===== src/rtl/lfsr_seed_engine_if.sv =====
// Request/result bundle of the LFSR seed engine: seed/count load bus plus the
// done-qualified seed result and status bits.
interface lfsr_seed_engine_if #(
  parameter int unsigned WIDTH = 16
);
  logic             start;
  logic [WIDTH-1:0] data_in;
  logic             done;
  logic             eq;
  logic             z;
  logic [WIDTH-1:0] nseed;

  modport master (
    output start, data_in,
    input  done, eq, z, nseed
  );

  modport slave (
    input  start, data_in,
    output done, eq, z, nseed
  );
endinterface


===== src/rtl/lfsr_seed_engine.sv =====
// Loads a seed and an iteration count from one shared bus, then steps a Galois
// LFSR once per clock for that many iterations and holds the result in DONE.
module lfsr_seed_engine #(
  parameter int unsigned      WIDTH    = 16,
  parameter logic [WIDTH-1:0] TAPS     = WIDTH'(16'hB400),
  parameter logic [WIDTH-1:0] ZERO_SUB = WIDTH'(16'h0001)
) (
  input  logic                clk,
  input  logic                rst,
  lfsr_seed_engine_if.slave   bus
);

  typedef enum logic [1:0] {
    S_IDLE  = 2'd0,
    S_LOADB = 2'd1,
    S_RUN   = 2'd2,
    S_DONE  = 2'd3
  } state_t;

  state_t           r_state;
  state_t           w_next;
  logic [WIDTH-1:0] r_a;
  logic [WIDTH-1:0] r_b;

  logic             w_lda;
  logic             w_ldb;
  logic             w_decb;
  logic             w_done;
  logic             w_eq;
  logic [WIDTH-1:0] w_seed_in;
  logic [WIDTH-1:0] w_a_step;

  assign w_eq      = (r_b == '0);
  // A zero seed would lock the LFSR at zero forever, so it is replaced on load.
  assign w_seed_in = (bus.data_in == '0) ? ZERO_SUB : bus.data_in;
  assign w_a_step  = (r_a >> 1) ^ (r_a[0] ? TAPS : '0);

  // NOTE: every signal gets a default before the case so no path leaves it
  // unassigned; otherwise synthesis infers a latch.
  always_comb begin
    w_next = r_state;
    w_lda  = 1'b0;
    w_ldb  = 1'b0;
    w_decb = 1'b0;
    w_done = 1'b0;
    case (r_state)
      S_IDLE: begin
        w_lda = bus.start;
        if (bus.start) w_next = S_LOADB;
      end
      S_LOADB: begin
        w_ldb  = 1'b1;
        w_next = S_RUN;
      end
      S_RUN: begin
        if (!w_eq) w_decb = 1'b1;
        else       w_next = S_DONE;
      end
      S_DONE: begin
        w_done = 1'b1;
        if (!bus.start) w_next = S_IDLE;
      end
      default: w_next = S_IDLE;
    endcase
  end

  // NOTE: sequential state uses non-blocking assignments so every register
  // samples pre-edge values regardless of statement order.
  always_ff @(posedge clk or posedge rst) begin
    if (rst) begin
      r_state <= S_IDLE;
      r_a     <= '0;
      r_b     <= '0;
    end else begin
      r_state <= w_next;
      if (w_lda)       r_a <= w_seed_in;
      else if (w_decb) r_a <= w_a_step;
      if (w_ldb)       r_b <= bus.data_in;
      else if (w_decb) r_b <= r_b - WIDTH'(1);
    end
  end

  assign bus.done  = w_done;
  assign bus.eq    = w_eq;
  assign bus.z     = r_a[0];
  assign bus.nseed = r_a;

endmodule


===== src/flat_wrapper.sv =====
// flat-port wrapper written by rule: the top's interface ports become plain ports
module lfsr_seed_engine_flat 
#(
  parameter int unsigned      WIDTH    = 16,
  parameter logic [WIDTH-1:0] TAPS     = WIDTH'(16'hB400),
  parameter logic [WIDTH-1:0] ZERO_SUB = WIDTH'(16'h0001)
)
  (clk, rst, bus_start, bus_data_in, bus_done, bus_eq, bus_z, bus_nseed);
  lfsr_seed_engine_if #(.WIDTH(WIDTH)) bus_i ();
  input  logic clk;
  input  logic rst;
  input wire logic [$bits(bus_i.start)-1:0] bus_start;
  input wire logic [$bits(bus_i.data_in)-1:0] bus_data_in;
  output wire logic [$bits(bus_i.done)-1:0] bus_done;
  output wire logic [$bits(bus_i.eq)-1:0] bus_eq;
  output wire logic [$bits(bus_i.z)-1:0] bus_z;
  output wire logic [$bits(bus_i.nseed)-1:0] bus_nseed;
  assign bus_i.start = bus_start;
  assign bus_i.data_in = bus_data_in;
  assign bus_done = bus_i.done;
  assign bus_eq = bus_i.eq;
  assign bus_z = bus_i.z;
  assign bus_nseed = bus_i.nseed;
  lfsr_seed_engine #(.WIDTH(WIDTH), .TAPS(TAPS), .ZERO_SUB(ZERO_SUB)) u_core (.clk(clk), .rst(rst), .bus(bus_i));
endmodule

===== config.mk =====
export PLATFORM = sky130hd
export DESIGN_NAME = lfsr_seed_engine_flat
export DESIGN_NICKNAME = d
export VERILOG_FILES = /design/src/rtl/lfsr_seed_engine_if.sv /design/src/rtl/lfsr_seed_engine.sv /design/src/flat_wrapper.sv
export SDC_FILE = /design/constraint.sdc
export NUM_CORES = 1
export LEC_CHECK = 0
export BUFFER_PORTS_ARGS = -buffer_cell sky130_fd_sc_hd__buf_4
export CORE_ASPECT_RATIO = 0.9
export CORE_MARGIN = 3
export CORE_UTILIZATION = 50
export DETAILED_ROUTE_END_ITERATION = 10
export PLACE_DENSITY = 0.76
export SLEW_MARGIN = 20
export SYNTH_ARGS = -nofsm -noshare
export SYNTH_HDL_FRONTEND = slang
export SYNTH_SLANG_ARGS = --single-unit
export TNS_END_PERCENT = 5

===== constraint.sdc =====
create_clock -name clk -period 2.08 [get_ports clk]
set_clock_uncertainty 0.15 [all_clocks]
set_input_delay 0.104 -clock clk [delete_from_list [all_inputs] [get_ports clk]]
set_output_delay 0.104 -clock clk [all_outputs]
set_load 0.1 [all_outputs]

# == After elaboration in Yosys (flattened, before gate mapping) ==
# Index checks and enable logic that the tools add are counted.
# op_classes
n_bitwise,1
add_sub_neg,1
n_mux,15
reduce_logical,6
n_eq_ne,6
# ops
cell,count
$mux 16,6
$logic_not 16->1,2
$sub 16x1->16 const B,1
$xor 15x16->16,1
$pmux 2 s4,1
$mux 2,3
$ne 2x2->1 const B,3
$mux 1,5
$eq 2x2->1 const B,2
$reduce_bool 2->1,2
$reduce_and 3->1,1
$eq 2x1->1 const B,1
$logic_not 2->1,1
# totals
out_inout_bits,19
wordCells,32
input_bits,19
regBits,34

# == Logic depth before layout (Yosys ltp) ==
# Gate-level depths: netlist of the first run.
# logic_depth
word_depth,5
mapped_depth,9
depth_no_buf,6

# == Least setup slack after synthesis of the first run ==
# OpenSTA, ideal clock, no wires.
# synth_timing
path_kind,register to output
from,register u_core.r_b[11]
to,output bus_eq
required_time_ns,1.826
path_buffers,1
arrival_ns,4.049
slack_ns,-2.223
stages_incl_launch_ff,6
cell_sequence,dfrtp_1 -> buf_2 -> or4_4 -> nor2_2 -> nand3_1 -> nor4_1
# synth_via
elab_chain_cells,1
# synth_rtl
item,line_no,text
"start, declared",lfsr_seed_engine.sv:23,logic [WIDTH-1:0] r_b;
"start signal, assigned",lfsr_seed_engine.sv:78,if (w_ldb) r_b <= bus.data_in;
"start signal, assigned",lfsr_seed_engine.sv:79,else if (w_decb) r_b <= r_b - WIDTH'(1);
$logic_not 16->1,lfsr_seed_engine.sv:33,assign w_eq = (r_b == '0);
"end, declared",flat_wrapper.sv:15,output wire logic [$bits(bus_i.eq)-1:0] bus_eq;
# Every way passes these cells.

# == Worst setup path after layout of the first run ==
# layout_timing
from,register u_core.r_b[0]
to,output bus_eq
# The elaborated chain is that of the path after synthesis.

==> results of run 1 <==
-- worst max-delay path: cells and delay by family (launching register included) --
| kind | cells | cell delay, ns |
|---|---|---|
| flip-flops | 1 | 0.38 |
| buffers and inverters | 3 | 0.43 |
| adder cells (fa/ha/maj) | 1 | 0.17 |
| AND/OR/NAND/NOR | 2 | 0.61 |
-- registers in the layout (all words and copies together), names as in the netlist --
name              count
u_core.bus.nseed     16
u_core.r_b           16
u_core.r_state        2
-- power by group --
part           internal (mW)  leakage [nW]  switching, mW
Combinational           1.09         0.745           2.30
Sequential              1.00         0.402          0.382
Clock                  0.353        0.0579          0.256
Total                   2.45          1.20           2.94
-- metrics by stage --
stage               TNS (ns)  instance area, um^2  power [mW]  setup slack (ns)  instances
floorplan             -0.494                 2130        3.71            -0.428        233
global placement           0                 2550        4.50            0.0751        322
detailed placement  -0.00328                 2550        4.55          -0.00328        322
CTS                  -0.0660                 2870        5.26           -0.0660        350
global route          -0.330                 2940        5.71            -0.146        350
finish               -0.0616                 2940        5.39           -0.0616        350
-- logic make-up after synthesis --
family	count (synthesis)
compound gates	51
buf+inv	24
xor+xnor	3
fa+ha+maj	6
flops	34
simple gates	113
mux	2
-- synth_stat cells, types with 5 or more instances --
library cell / number / share of area [%]
nand2_1: 35 / 6.2
inv_1: 8 / 1.4
nand4_1: 5 / 1.5
or3_1: 13 / 3.9
ha_1: 6 / 3.6
a31oi_1: 10 / 3.0
a21oi_1: 5 / 1.2
clkbuf_1: 9 / 1.6
o211ai_1: 13 / 4.6
dfrtp_1: 34 / 40
nand3_1: 9 / 2.1
nor2_1: 15 / 2.7
o31ai_1: 7 / 2.5
nor3_1: 5 / 1.2
or4_1: 10 / 3.6
nor4_1: 6 / 1.8
-- final cells by class --
class,instances,share of cell area [%]
flip-flops and latches,34,29.0
well taps,46,1.95
inverters,9,1.15
clock buffers,5,2.34
repair buffers,78,21.9
multi-input cells,175,42.3
clock inverters,3,1.36
-- how the worst max path moves through the flow --
stage                   start             to  slack (ns)  cells after the start
2_1_floorplan  u_core.r_b[11]         bus_eq       -0.43                      5
3_3_place_gp    u_core.r_b[0]  u_core.r_b[5]        0.08                      7
3_5_place_dp    u_core.r_b[0]  u_core.r_b[5]      -0.003                      7
4_1_cts         u_core.r_b[0]         bus_eq       -0.07                      6
5_1_grt        u_core.r_b[12]         bus_eq       -0.15                      5
6_report        u_core.r_b[0]         bus_eq       -0.06                      6
-- layer usage --
layer,track usage [%],up-vias,wire [um]
met3,4.76,14,452
met5,0,-,0
met4,10.4,0,97
met2,41.3,82,2930
li1,-,1029,-
met1,36.8,1018,2740
-- repair_timing --
action	4_1_cts	5_1_grt
endpoints found under the setup margin	2	33
pin swaps	0	2
hold buffers	17	0
gates resized for setup	7	13
hold endpoints to repair	65	0
buffers inserted	3	0
==> results by group, run 1 <==
Run status
  – Outcome: finished, violations left
  – Failing checks: setup timing

Drt
  – DR pass1 iterations: 4
  – Post-Route WL: 6230 um
  – Via Count: 2143
  – Initial DRC Count: 214
  – DR WL/cell: 17.8 um
  – Post-route ant nets: 0
  – DRC: 0
  – Via-per-instance ratio: 6.12

Floorplanning
  – Die area: 5040 um^2
  – Die X-Extent: 74.5 um
  – Die height: 67.6 um
  – Initial Utilization: 54.3%
  – Core Rows: 21
  – Io pins: 38
  – Total core area: 3890 um^2

Critical path
  – Crit path max fanout: 4
  – Critical path cell sequence: inv_1 -> ha_4 -> inv_2 -> or3_4 -> nor4_4 -> buf_6
  – Critical path's slowest cell: dfrtp_1
  – Critical path class: flip-flop to primary output
  – RR Startpoint: u_core.r_b[2]
  – RR Endpoint: u_core.r_state[1]
  – Flop-to-flop setup slack: 0.06 ns
  – Req. time, crit path: 1.83 ns
  – Max incr delay on CP: 0.38 ns
  – Critical Path Sink Type: primary output
  – Worst r2r path cells: 4
  – Worst setup SP type: flip-flop
  – Arr. time, crit path: 1.89 ns

STA
  – Pins Over Slew Limit: 0
  – Final hold violation count: 0
  – Worst setup margin: -0.0616 ns
  – WHS: 0.101 ns
  – Min Tclk post-route: 2.14 ns
  – Worst rel slew slack: 54.4%
  – Final setup fails: 1
  – Max frequency: 467 MHz
  – Slew @ Worst Pin: 0.677 ns
  – Final period utilization: 103%
  – RSZ-0062 raised after global routing: true

Place
  – GP Congestion: 0.838
  – IO buf count: 37
  – Dpl hpwl: 4340 um

Clocking
  – CTS H-tree depth: 2
  – TritonCTS buffer count: 5
  – Clk slew on worst S/H paths: 0.07 ns
  – Clk_lat worst skew: 0.29 ns
  – Clk buf depth: 2
  – Clock root cell: clkbuf_8
  – CTS tree: built
  – Sink Count: 34

Pwr
  – Leakage power figure: 1.20 nW
  – PD cells: 1830 nW/um^2
  – Worst VDD drop: 1.08 mV

Logic synthesis
  – Post-Synth XOR/XNOR Area: 1.24%
  – Mapped Cells: 233
  – Main synth FF type: dfrtp_1
  – Ys async rst share: 100%
  – #FFs+latches synth: 34
  – Synthesized net count: 258
  – Mean Syn Cell Area: 9.06 um^2
  – Post-synth EDFFs: 0
  – Area of the mapped netlist: 2110 um^2
  – Simple-gate share of the synthesized area: 29.9%
  – Mux cell area share after synthesis: 1.07%
  – Compound-cell area share of the yosys netlist: 18.3%
  – Largest family of logic cells by synthesized area: simple AND/OR/NAND/NOR gates
  – Synthesis Warnings: 0
  – Sequential share of the synthesized area: 40.3%
  – Synth Area in Adders: 3.56%
  – Unique masters post-synth: 45

Global route
  – First-pass GRT wire length: 9990 um
  – Largest net degree at the start of global routing: 35
  – Remaining Overflow, GRT: 0
  – Vias in the first global route: 2045
  – Initial antenna violation count: 0
  – All-layer global routing usage: 26.7%

Final layout
  – Fillers: 315
  – Share of cells above drive strength 1: 30.9%
  – Footprint of the multi-input gates: 1250 um^2
  – Commonest non-fill, non-tap cells in the layout: buf_4, nand2_1, dfrtp_1
  – Layout Nets: 328
  – Commonest non-fill, non-tap cell in the layout: buf_4
  – FF+latch area: 853 um^2
  – Synth-to-layout area growth: 39.5%
  – Final core utilization: 75.7%
  – Number of diodes: 0

Min path
  – Worst hold endpoint: u_core.r_state[0]
  – Cells on Worst Hold Path: 3
  – Hold path startpoint: bus_start
  – Hold Path Class: input pin to flip-flop

Job
  – Max Cap Viol: 0
(Power assumes the default switching activity.)
==> inputs of run 2 (changes only) <==
--- a/config.mk
+++ b/config.mk
@@ -11,6 +11,7 @@
 export CORE_UTILIZATION = 50
 export DETAILED_ROUTE_END_ITERATION = 10
 export PLACE_DENSITY = 0.76
+export REMOVE_ABC_BUFFERS = 1
 export SLEW_MARGIN = 20
 export SYNTH_ARGS = -nofsm -noshare
 export SYNTH_HDL_FRONTEND = slang
==> run 2 against run 1 <==
The flow still finishes with violations (setup timing). Setup slack got worse by 0.058 ns. First-iteration DRC count rose by 45%. Hold slack improved by 0.0074 ns. Largest power group unchanged. Sequential share of layout area fell by 0.91 points. Largest cell class unchanged. Critical endpoint unchanged. Die area did not move. Routed wire length rose by 8.8%. Utilization rose by 2.3 points. Sequential power barely moved. Combinational power rose by 6%. Final cell count rose by 4.0%.
==> results by group, run 2 (same netlist as run 1, synthesis figures left out) <==
Drt
  – Via Count: 2323 (+8.4%)
  – DR pass1 iterations: 5 (+1)
  – Initial DRC Count: 310 (+45%)
  – Post-route ant nets: 0 (unchanged)
  – Post-Route WL: 6770 um (+8.8%)
  – DR WL/cell: 18.6 um (+4.6%)
  – Via-per-instance ratio: 6.38 (+4.2%)
  – DRC: 0 (unchanged)

Global route
  – Largest net degree at the start of global routing: 35 (unchanged)
  – Remaining Overflow, GRT: 0 (unchanged)
  – All-layer global routing usage: 28.0% (+1.4 points)
  – Vias in the first global route: 2171 (+6.2%)
  – Initial antenna violation count: 0 (unchanged)
  – First-pass GRT wire length: 10700 um (+7.3%)

Pwr
  – Leakage power figure: 1.27 nW (+5.1%)
  – Total power: 5.54 mW (+2.9%)
  – PD cells: 1830 nW/um^2 (-0.21%)
  – Worst VDD drop: 1.60 mV (+49%)

Critical path
  – Req. time, crit path: 1.83 ns (about the same)
  – Critical path class: flip-flop to primary output
  – Arr. time, crit path: 1.95 ns (+0.06 ns)
  – Crit path max fanout: 3 (-1)
  – Critical Path Sink Type: primary output
  – CP startpoint: u_core.r_b[1]
  – RR Startpoint: u_core.r_b[1]
  – Worst setup SP type: flip-flop

Floorplanning
  – Die area: 5040 um^2 (unchanged)
  – Core Rows: 21 (unchanged)
  – Initial Utilization: 54.3% (unchanged)
  – Io pins: 38 (unchanged)
  – Total core area: 3890 um^2 (unchanged)
  – Die X-Extent: 74.5 um (unchanged)
  – Die height: 67.6 um (unchanged)

STA
  – Min Tclk post-route: 2.20 ns (+0.0579 ns)
  – Final period utilization: 106% (+2.8 points)
  – TNS Setup: -0.240 ns (-0.178 ns)
  – Final setup fails: 5 (+4)
  – Final hold violation count: 0 (unchanged)
  – Worst setup margin: -0.120 ns (-0.0579 ns)
  – WHS: 0.108 ns (+0.00736 ns)
  – Slew @ Worst Pin: 0.533 ns (-0.144 ns)
  – Worst rel slew slack: 64.5% (+10 points)
  – Pins Over Slew Limit: 0 (unchanged)
  – RSZ-0062 raised after global routing: true
  – Max frequency: 455 MHz (-2.6%)

Clocking
  – Sink Count: 34 (unchanged)
  – TritonCTS buffer count: 5 (unchanged)
  – Clk slew on worst S/H paths: 0.07 ns (about the same)
  – CTS tree: built
  – Clock root cell: clkbuf_8
  – CTS H-tree depth: 2 (unchanged)
  – Clk_lat worst skew: 0.29 ns (about the same)
  – Clk buf depth: 2 (unchanged)

Run status
  – Failing checks: setup timing
  – Outcome: finished, violations left

Place
  – Worst slack at placement: -0.00734 ns (-0.00405 ns)
  – GP Congestion: 0.847 (+1.1%)
  – IO buf count: 37 (unchanged)
  – Dpl hpwl: 4340 um (about the same)

Job
  – Max Cap Viol: 0 (unchanged)

Final layout
  – Number of diodes: 0 (unchanged)
  – Commonest non-fill, non-tap cell in the layout: buf_4
  – Commonest non-fill, non-tap cells in the layout: buf_4, nand2_1, dfrtp_1
  – Layout Nets: 342 (+4.3%)
  – Synth-to-layout area growth: 43.8%
  – Share of cells above drive strength 1: 34.0% (+3.0 points)

Min path
  – Hold path startpoint: bus_start
  – Hold Path Class: input pin to flip-flop
## run 2: worst max-delay path: stages, from the launching register on
cell	delay, ns
dfrtp_1	0.40
inv_2	0.09
ha_4	0.15
buf_6	0.10
inv_4	0.03
or3_4	0.38
nor4_4	0.24
buf_6	0.26
## run 2: metal layers
layer  global-route usage (%)  wire length (um)  up-vias
met1                     37.9              2810     1094
met3                     5.21               550       25
met5                        0                 0        -
met4                     8.44               174        0
li1                         -                 -     1056
met2                     45.6              3240      148
## run 2: path summary, 6_finish.rpt
check / endpoint / slack [ns] / depth (start not counted)
hold reg to reg: u_core.bus.nseed[5] / 0.42 / 2
setup / recovery: bus_eq / -0.12 / 7
setup reg to reg: u_core.r_state[1] / -0.05 / 6
max in group asynchronous: u_core.r_b[11] / 1.11 / 4
min in group asynchronous: u_core.r_b[5] / 0.32 / 4
hold / removal: u_core.r_state[0] / 0.11 / 3
## run 2: repair_timing
action,CTS,global route
gates resized for setup,6,15
hold buffers,17,0
cloned,0,0
buffers inserted,3,5
pin swaps,3,7
endpoints found under the setup margin,16,33
endpoints found under the hold margin,65,0
## run 2: power breakdown
part,internal (mW),switching (mW)
registers,0.999,0.361
clock network,0.335,0.261
logic,1.20,2.39
total,2.53,3.01
## run 2: through the flow
step / cells / util, % / instance area, um^2
after floorplan: 218 / - / 2030
after global placement: 331 / 66.8 / 2600
after detailed placement: 331 / 66.8 / 2600
final: 364 / 78.1 / 3040
after global routing: 364 / 78.1 / 3040
after CTS: 359 / 75.3 / 2930
## run 2: area by class of cell
type,count,area [um^2]
multi-input combinational,175,1230
sequential,34,852
timing repair buffer,92,753
inverter,9,36.3
fill,250,853
tap,46,57.6
clock buffer,8,110
==> inputs of run 3 (changes only) <==
--- a/config.mk
+++ b/config.mk
@@ -6,7 +6,7 @@
 export NUM_CORES = 1
 export LEC_CHECK = 0
 export BUFFER_PORTS_ARGS = -buffer_cell sky130_fd_sc_hd__buf_4
-export CORE_ASPECT_RATIO = 0.9
+export CORE_ASPECT_RATIO = 0.8
 export CORE_MARGIN = 3
 export CORE_UTILIZATION = 50
 export DETAILED_ROUTE_END_ITERATION = 10
==> run 3 against run 2 <==
The run still ends with setup timing left. Final area fell by 1.6%. Setup slack improved by 0.037 ns. Largest power group unchanged. Critical endpoint unchanged. Critical path type unchanged. Register-to-register slack better by 0.12 ns. Critical path depth unchanged.
==> results by group, run 3 (same netlist as run 1, synthesis figures left out) <==
Drt
  – DR pass1 iterations: 5 (unchanged)
  – DR WL/cell: 17.7 um (-5.0%)
  – WL met1: 2960 um (+5.3%)
  – Post-route ant nets: 0 (unchanged)
  – DRC: 0 (unchanged)
  – Wire length on met2: 2930 um (-9.6%)
  – WL met3: 617 um (+12%)
  – Initial DRC Count: 246 (-21%)
  – Via-per-instance ratio: 6.06 (-5.0%)
  – Highest routed layer: met4
  – Post-Route WL: 6590 um (-2.6%)
  – Via Count: 2261 (-2.7%)

Critical path
  – Critical path cell sequence: inv_2 -> ha_4 -> buf_6 -> inv_4 -> or3_4 -> nor4_4 -> buf_6
  – Worst setup SP type: flip-flop
  – RR Startpoint: u_core.r_b[0]
  – Arr. time, crit path: 1.91 ns (-0.04 ns)
  – Critical Path Sink Type: primary output
  – Max incr delay on CP: 0.39 ns (about the same)
  – Critical path class: flip-flop to primary output
  – CP startpoint: u_core.r_b[1]
  – CP most frequent cell: buf_6
  – Critical path's slowest cell: dfrtp_1
  – Crit path max fanout: 3 (unchanged)
  – Req. time, crit path: 1.83 ns (about the same)

Pwr
  – Worst VDD drop: 1.63 mV (+2.2%)
  – Total power: 5.37 mW (-3.1%)
  – Leakage power figure: 1.25 nW (-1.5%)
  – PD cells: 1800 nW/um^2 (-1.5%)

Floorplanning
  – Die X-Extent: 78.6 um (+5.6%)
  – Die area: 5040 um^2 (about the same)
  – Die height: 64.1 um (-5.2%)
  – Total core area: 3930 um^2 (+1.0%)
  – Initial Utilization: 53.7% (-0.55 points)
  – Core Rows: 20 (-4.8%)
  – Io pins: 38 (unchanged)

Min path
  – Hold path startpoint: bus_start
  – Hold Path Class: input pin to flip-flop

Global route
  – All-layer global routing usage: 27.6% (-0.41 points)
  – Initial antenna violation count: 0 (unchanged)
  – Vias in the first global route: 2168 (-0.14%)
  – First-pass GRT wire length: 10900 um (+1.3%)
  – Remaining Overflow, GRT: 0 (unchanged)
  – Largest net degree at the start of global routing: 35 (unchanged)

STA
  – Min Tclk post-route: 2.16 ns (-0.0372 ns)
  – Worst setup margin: -0.0824 ns (+0.0372 ns)
  – Max frequency: 462 MHz (+1.7%)
  – Worst rel slew slack: 53.9% (-11 points)
  – WHS: 0.106 ns (-0.00210 ns)
  – Final hold violation count: 0 (unchanged)
  – Slew @ Worst Pin: 0.685 ns (+0.152 ns)
  – RSZ-0062 raised after global routing: true
  – Final period utilization: 104% (-1.8 points)
  – Pins Over Slew Limit: 0 (unchanged)
  – Final setup fails: 1 (-4)

Place
  – GP Congestion: 0.953 (+13%)
  – Dpl hpwl: 4490 um (+3.5%)
  – IO buf count: 37 (unchanged)

Clocking
  – Sink Count: 34 (unchanged)
  – CTS tree: built
  – Clk buf depth: 2 (unchanged)
  – TritonCTS buffer count: 5 (unchanged)
  – CTS H-tree depth: 2 (unchanged)
  – Clk_lat worst skew: 0.29 ns (about the same)
  – Clk slew on worst S/H paths: 0.07 ns (about the same)
  – Clock root cell: clkbuf_8

Run status
  – Failing checks: setup timing
  – Outcome: finished, violations left

Job
  – Max Cap Viol: 0 (unchanged)

Final layout
  – Number of diodes: 0 (unchanged)
  – Synth-to-layout area growth: 41.4%
  – Layout Nets: 343 (+0.29%)
  – Commonest non-fill, non-tap cells in the layout: buf_4, nand2_1, dfrtp_1
  – Commonest non-fill, non-tap cell in the layout: buf_4
  – Share of cells above drive strength 1: 32.7% (-1.3 points)
  – Final core utilization: 76.0% (-2.1 points)
## run 3: critical path: cells and delay by family, from the launching register on
| kind | cells | cell delay [ns] |
|---|---|---|
| simple gates | 2 | 0.61 |
| buf+inv | 4 | 0.48 |
| flops | 1 | 0.39 |
| fa+ha+maj | 1 | 0.14 |
## run 3: power by group
| part | leakage (nW) | switching [mW] | internal [mW] |
|---|---|---|---|
| sequential | 0.404 | 0.330 | 0.997 |
| clock | 0.0438 | 0.240 | 0.225 |
| combinational | 0.800 | 2.40 | 1.18 |
| total | 1.25 | 2.97 | 2.41 |
## run 3: area by class of cell
cell class,count,area [um^2]
well taps,55,68.8
repair buffers,93,748
fillers,300,943
flip-flops and latches,34,851
multi-input cells,175,1200
clock inverters,2,10.0
clock buffers,5,68.8
inverters,9,36.3
## run 3: final timing paths
kind                       slack, ns                  end  depth (start not counted)
hold reg to reg                 0.42  u_core.bus.nseed[7]                          2
min in group asynchronous       0.31  u_core.bus.nseed[9]                          4
setup reg to reg                0.07        u_core.r_b[5]                          7
max in group asynchronous       1.15       u_core.r_b[13]                          4
setup / recovery               -0.08               bus_eq                          7
hold / removal                  0.11    u_core.r_state[0]                          3
## run 3: per-layer routing
| layer | global-route usage, % | vias up |
|---|---|---|
| met5 | 0 | - |
| met4 | 8.73 | 0 |
| met3 | 6.20 | 10 |
| met2 | 40.9 | 122 |
| met1 | 40.0 | 1075 |
| li1 | - | 1054 |
## run 3: repair_timing
action,CTS,global route
resized for setup,5,10
hold buffers,17,0
pin swaps,3,7
buffers inserted,5,4
endpoints found under the hold margin,65,0
setup endpoints to repair,1,24
## run 3: through the flow
stage	instance area, um^2	setup TNS (ns)	setup slack (ns)	instances
2_1_floorplan	2030	-6.77	-2.19	218
3_3_place_gp	2600	0	0.0987	340
3_5_place_dp	2600	0	0.0456	340
4_1_cts	2910	-0.126	-0.126	369
5_1_grt	2990	-0.533	-0.166	373
6_report	2990	-0.0824	-0.0824	373
